[src/rtl/accum_adder_tree.sv]
// accum_adder_tree: pipelined multi-beat product accumulator with rounding, saturation and valid/ready handshakes
module accum_adder_tree #(
  parameter int Bit_width  = 8,
  parameter int Num_inputs = 5,
  parameter int Max_beats  = 4
) (
  input  logic                            Clk,
  input  logic                            Reset_n,
  input  logic                            Enable,
  input  logic                            In_valid,
  output logic                            In_ready,
  input  logic                            In_last,
  input  logic [Num_inputs*2*Bit_width-1:0] Mul_results,
  input  logic                            Round_enable,
  input  logic                            Sat_enable,
  output logic                            Out_valid,
  input  logic                            Out_ready,
  output logic [Bit_width-1:0]            Digital_sum,
  output logic                            Overflow,
  output logic                            Group_error
);
  localparam int W2 = 2 * Bit_width;
  localparam int SW = W2 + $clog2(Num_inputs);
  localparam int AW = SW + $clog2(Max_beats) + 1;
  localparam int HW = AW - Bit_width;
  localparam int CW = Max_beats > 1 ? $clog2(Max_beats) : 1;
  localparam bit MULTI = Max_beats > 1;
  localparam logic [AW-1:0] HALF = AW'(1) << (Bit_width - 1);
  logic advance, load, at_max, last_beat;
  logic [SW-1:0] beat_sum, s1_sum;
  logic s1_valid, s1_last, s1_err;
  logic [CW-1:0] beat_cnt;
  logic [AW-1:0] acc, t;
  logic [HW-1:0] t_hi;
  always_comb begin
    beat_sum = '0;
    for (int k = 0; k < Num_inputs; k++) beat_sum = beat_sum + SW'(Mul_results[k*W2 +: W2]);
  end
  assign advance   = Enable && (!Out_valid || Out_ready);
  assign In_ready  = advance;
  assign at_max    = beat_cnt == CW'(Max_beats - 1);
  assign last_beat = In_last || at_max;
  assign load      = advance && s1_valid && s1_last;
  assign t         = acc + AW'(s1_sum) + (Round_enable ? HALF : '0);
  // only bits at or above the output scale matter downstream
  assign t_hi      = HW'(t >> Bit_width);
  always_ff @(posedge Clk) begin
    if (!Reset_n) begin
      s1_sum      <= '0;
      s1_valid    <= 1'b0;
      s1_last     <= 1'b0;
      s1_err      <= 1'b0;
      beat_cnt    <= '0;
      acc         <= '0;
      Out_valid   <= 1'b0;
      Digital_sum <= '0;
      Overflow    <= 1'b0;
      Group_error <= 1'b0;
    end else begin
      if (advance) begin
        s1_sum   <= beat_sum;
        s1_valid <= In_valid;
        s1_last  <= last_beat;
        s1_err   <= MULTI && !In_last && at_max;
        if (In_valid) beat_cnt <= last_beat ? '0 : beat_cnt + CW'(1);
      end
      if (advance && s1_valid) acc <= s1_last ? '0 : acc + AW'(s1_sum);
      if (load) begin
        Out_valid   <= 1'b1;
        Overflow    <= |t_hi[HW-1:Bit_width];
        Digital_sum <= (Sat_enable && |t_hi[HW-1:Bit_width]) ? '1 : t_hi[Bit_width-1:0];
        Group_error <= s1_err;
      end else if (Out_ready) begin
        Out_valid <= 1'b0;
      end
    end
  end
endmodule

[config.mk]
export PLATFORM = sky130hd
export DESIGN_NAME = accum_adder_tree
export DESIGN_NICKNAME = d
export VERILOG_FILES = /design/src/rtl/accum_adder_tree.sv
export SDC_FILE = /design/constraint.sdc
export NUM_CORES = 1
export LEC_CHECK = 0
export BUFFER_PORTS_ARGS = -buffer_cell sky130_fd_sc_hd__buf_4
export CAP_MARGIN = 20
export CORE_MARGIN = 2
export CORE_UTILIZATION = 62
export DETAILED_ROUTE_END_ITERATION = 10
export PLACE_DENSITY = 0.84
export SKIP_CTS_REPAIR_TIMING = 1
export SLEW_MARGIN = 20
export SYNTH_ARGS = -nofsm -noshare
export SYNTH_HDL_FRONTEND = slang
export SYNTH_SLANG_ARGS = --single-unit
[constraint.sdc]
create_clock -name Clk -period 10.8 [get_ports Clk]
set_input_delay 2.16 -clock Clk [delete_from_list [all_inputs] [get_ports Clk]]
set_output_delay 2.16 -clock Clk [all_outputs]
set_load 0.02 [all_outputs]
Yosys cells after proc, flatten, opt, wreduce, memory -nomap -nowiden
Index checks and enable logic that the tools add are counted.

Bits in registers: 57. Bits of input ports: 88.

Add/sub/neg operators: 7. Eq/ne operators: 1. Multiplexer cells: 6. Reduce and logical (&&, ||, !) cells: 12.

Operator list (count): $add 22x19->22 (1); $add 22x8->22 (1); $mux 22 (1); $add 18x16->19 (1); $add 19x16->19 (1); $add 17x16->18 (1); $add 16x16->17 (1); $mux 8 (2); $reduce_or 6->1 (1); $logic_and 1x1->1 (5); $add 2x1->2 const B (1); $eq 2x2->1 const B (1); $logic_not 1->1 (2); $logic_or 1x1->1 (2); $mux 1 (2); $mux 2 (1); $reduce_and 2->1 (1); $reduce_bool 2->1 (1).

Depth between registers and ports, before layout
Depth in word-level cells: 6. Depth in mapped cells: 18.

Least setup slack after synthesis
No wires, ideal clock.

Path kind: input to register. Start point: input port Mul_results[2]. End point: register s1_sum[16]. Arrival time: 5.991 ns. Required time: 10.721 ns. Slack: 4.730 ns. Cell stages on the path: 18. Cells stage by stage: inv_1 -> fa_1 -> inv_1 -> fa_1 -> inv_1 -> fa_1 -> inv_1 -> ha_1 -> a21o_1 -> a21oi_1 -> nand2b_1 -> a21oi_1 -> a221o_1 -> o41ai_1 -> o21ai_0 -> a31oi_1 -> nand4_1 -> o211ai_1.

Longest elaborated chain between the ends: 4.

Ends and longest elaborated chain: start: declaration (line 13) `input logic [Num_inputs*2*Bit_width-1:0] Mul_results,`; $add 16x16->17 (line 37) `for (int k = 0; k < Num_inputs; k++) beat_sum = beat_sum + SW'(Mul_results[k*W2 +: W2]);`; $add 17x16->18 (line 37); $add 18x16->19 (line 37); $add 19x16->19 (line 37); end signal: assignment (line 61) `s1_sum <= beat_sum;`; end: declaration (line 30) `logic [SW-1:0] beat_sum, s1_sum;`.

Every way passes these cells. A chain may end at the register's enable or synchronous reset.

Final worst setup path
Same ends and word-level chain as after synthesis.

==> flow_summary.yaml <==
logic_synthesis:
  ys_async_sr_fraction: 0
  synth_edf_count: 0
  synth_area_um2: 5650
  yosysWarnings: 0
  synthCells: 698
  seq_area_frac_synth: 0.202
  syn-num-nets: 874
  synth_cell_type_count: 66
  avgSynthCellArea_um2: 8.09
  synth_flop_cell: "dfxtp_1"
  ys_ff_latch: 57
clock_tree:
  clkLatencyLatePin_ns: 0.36
  cts_inserted_buffers: 9
  cts.path.max_buffers: 2
  cts.sinks: 57
  htree_levels: 3
  cts_tree: "yes"
  clk_pin_slew_ns: 0.07
  root_buffer: "clkbuf_8"
global_route:
  grt_pass1_vias: 4992
  antenna_found_initial: 0
  grt_pass1_wl_um: 22000
  gr-total-overflow: 0
  grt_max_degree: 62
  grt_usage: 0.272
status:
  status: "complete, no violations"
layout:
  nFillCells: 626
  num-nets-final: 963
  antenna_cells: 0
  post-route-util: 0.762
  drive_gt1_frac: 0.165
  syn2layout_area_growth_pct: 18.3
pwr:
  finalPower_mw: 1.11
  p_leak_nw: 3.19
  p_per_area_nw_per_um2: 166
  ir_drop_uv: 81.3
setup_path:
  crit_arrival_ns: 6.38
  worstSetupStartpointType: "primary input"
  ff2ff_path_depth: 13
  r2r-end: "Digital_sum[7]"
  rr_startpoint: "s1_sum[0]"
  worst_path_largest_cell_delay_ns: 0.53
  crit_top_cell: "inv_1"
  critical_path.top_delay_family: "adder cells"
  worstSetupEndpointType: "flop"
  slowest_stage: "fa_1"
  crit_chain: "buf_4 > inv_1 > fa_1 > inv_1 > fa_1 > inv_1 > fa_1 > inv_1 > ha_1 > a21o_1 > a21oi_1 > nand2b_1 > a21oi_1 > a221o_1 > o41ai_1 > o21ai_0 > a31oi_1 > nand4_1 > o211ai_1"
  crit_fanout: 3
  cp.depth: 19
  r2r_slack_ns: 6.91
  crit_buf_inv: 5
  path_class: "in -> reg"
  crit_required_ns: 11.08
floorplanning:
  initial_core_util: 0.644
  num_rows: 34
  ios: 100
  die_h_um: 99.4
  dieWidth_um: 99.4
  dieArea_um2: 9880
  core_area_um2: 8760
sta:
  rsz0062_at_grt: "false"
  worstMarginPinSlew_ns: 1.06
  fin_tns_setup_ns: 0
  period_share: 0.565
  min_period_ns: 6.10
  setup_viol: 0
  fmaxAchievable_ghz: 0.164
  worst_clock_skew_ns: 0.0155
  hold_viol_final: 0
  maxSlewViolCount: 0
  timing.slew.headroom: 0.291
routing:
  drc: 0
  via_per_inst: 5.68
  drt-wirelength-per-cell_um: 14.0
  vias: 5114
  drt_first_pass_iters: 6
  wl_um: 12600
  drt_iter0_markers: 163
  ant_nets: 0
placement:
  globalplace.congestion: 0.849
  dp.final_hpwl_um: 10000
  port_buffers: 99
job:
  drv_cap: 0
min_path:
  min_path_cells: 2
  hold_path_class: "reg -> reg"
  min_from: "s1_sum[0]"
  whs_endpoint: "s1_sum[0]"
==> final cells by class <==
class                   instances  area [µm²]  share of cell area
clock buffers                   9         124              0.0186
clock inverters                 7         103              0.0154
inverters                     108         405              0.0607
multi-input cells             510        4010               0.601
flip-flops and latches         57        1140               0.171
well taps                     108         135              0.0202
repair buffers                101         758               0.114
==> placed cells by master, fill, tap and decap left out, types with 5 or more instances in the layout <==
cell / Yosys / layout
a21o_1: 9 / 9
fa_1: 48 / 48
ha_1: 40 / 40
xor2_1: 12 / 12
a22oi_1: 13 / 13
a31oi_1: 11 / 11
nor2b_1: 23 / 23
nand4_1: 8 / 8
a21oi_1: 35 / 35
nand2_1: 55 / 55
and2_1: 16 / 16
clkbuf_8: 0 / 9
and3_1: 5 / 5
o31ai_1: 9 / 9
nand2b_1: 10 / 10
inv_1: 107 / 107
xnor2_1: 16 / 16
o21a_1: 5 / 5
nor3b_1: 5 / 5
nor4_1: 5 / 5
dfxtp_1: 57 / 57
or3_1: 5 / 5
o21ai_0: 39 / 39
nor3_1: 20 / 20
nor2_1: 43 / 43
buf_4: 0 / 101
a21boi_0: 11 / 11
nand3_1: 12 / 12
==> routing by layer <==
metal  vias up  track usage  wire (µm)
li1       2551            -          -
met1      2410        0.351       5560
met2       135        0.466       6180
met3        18       0.0302        552
met4         0        0.115        293
met5         -            0          0
==> how the worst max path moves through the flow <==
| stage | from | endpoint | slack (ns) |
|---|---|---|---|
| after floorplan | Mul_results[2] | s1_sum[16] | 4.73 |
| after CTS | Mul_results[2] | s1_sum[16] | 4.70 |
| after global routing | Mul_results[2] | s1_sum[16] | 4.26 |
| after global placement | Mul_results[2] | s1_sum[16] | 4.45 |
| after detailed placement | Mul_results[2] | s1_sum[16] | 4.35 |
| final | Mul_results[2] | s1_sum[16] | 4.70 |
==> through the flow <==
| stage | hold WS, ns | instances | area (µm²) | worst slack (ns) |
|---|---|---|---|---|
| floorplan | 0.441 | 698 | 5650 | 4.73 |
| global placement | 0.454 | 884 | 6450 | 4.45 |
| detailed placement | 0.471 | 884 | 6450 | 4.35 |
| CTS | 0.479 | 900 | 6680 | 4.70 |
| global route | 0.512 | 900 | 6680 | 4.26 |
| finish | 0.474 | 900 | 6680 | 4.70 |
==> logic make-up (layout without fill, tap and decap cells) <==
logic type / Yosys count / after routing / synth area share
muxes: 3 / 3 / 0.00554
AOI/OAI and AO/OA: 176 / 176 / 0.210
adders and majority gates: 88 / 88 / 0.259
xor gates and xnor gates: 28 / 28 / 0.0434
buffers and inverters: 131 / 225 / 0.0875
and+or+nand+nor: 215 / 215 / 0.192
DFF: 57 / 57 / 0.202
==> registers in the layout, summed over array words and instances (netlist names) <==
| signal | flops |
|---|---|
| Group_error | 1 |
| beat_cnt | 2 |
| s1_err | 1 |
| Out_valid | 1 |
| s1_last | 1 |
| Digital_sum | 8 |
| Overflow | 1 |
| s1_valid | 1 |
| s1_sum | 19 |
| acc | 22 |
==> tightest hold or removal path, stage by stage (launching register included) <==
cell      delay (ns)
dfxtp_1         0.31
nand2_1         0.05
a21boi_0        0.06
==> report_power, final <==
| group | switching, mW | total (mW) | internal, mW |
|---|---|---|---|
| logic | 0.337 | 0.603 | 0.266 |
| registers | 0.0279 | 0.271 | 0.243 |
| clock network | 0.0987 | 0.231 | 0.132 |
| total | 0.464 | 1.11 | 0.641 |
==> cells in the mapped netlist, drive strengths merged, types with 3 or more instances <==
cell	count	area (µm²)
nor2b	23	144
and3	5	31.3
a32oi	3	26.3
nand2b	10	62.6
o211a	4	40.0
nand4	8	50.1
a21boi	11	82.6
or3	5	31.3
xnor2	16	140
o21a	5	37.5
buf	4	17.5
nand2	55	206
nor3	20	100
fa	48	961
nor4	6	43.8
a22oi	13	97.6
o31ai	9	67.6
a21oi	38	209
o211ai	4	30.0
nor3b	5	37.5
a31oi	12	81.3
o21ai	45	233
clkbuf	19	71.3
dfxtp	57	1140
nor2	43	161
and2	16	100
inv	107	402
ha	40	500
nand3	12	60.1
xor2	12	105
a21o	9	67.6
No activity file was read; power rests on OpenSTA's default activity.
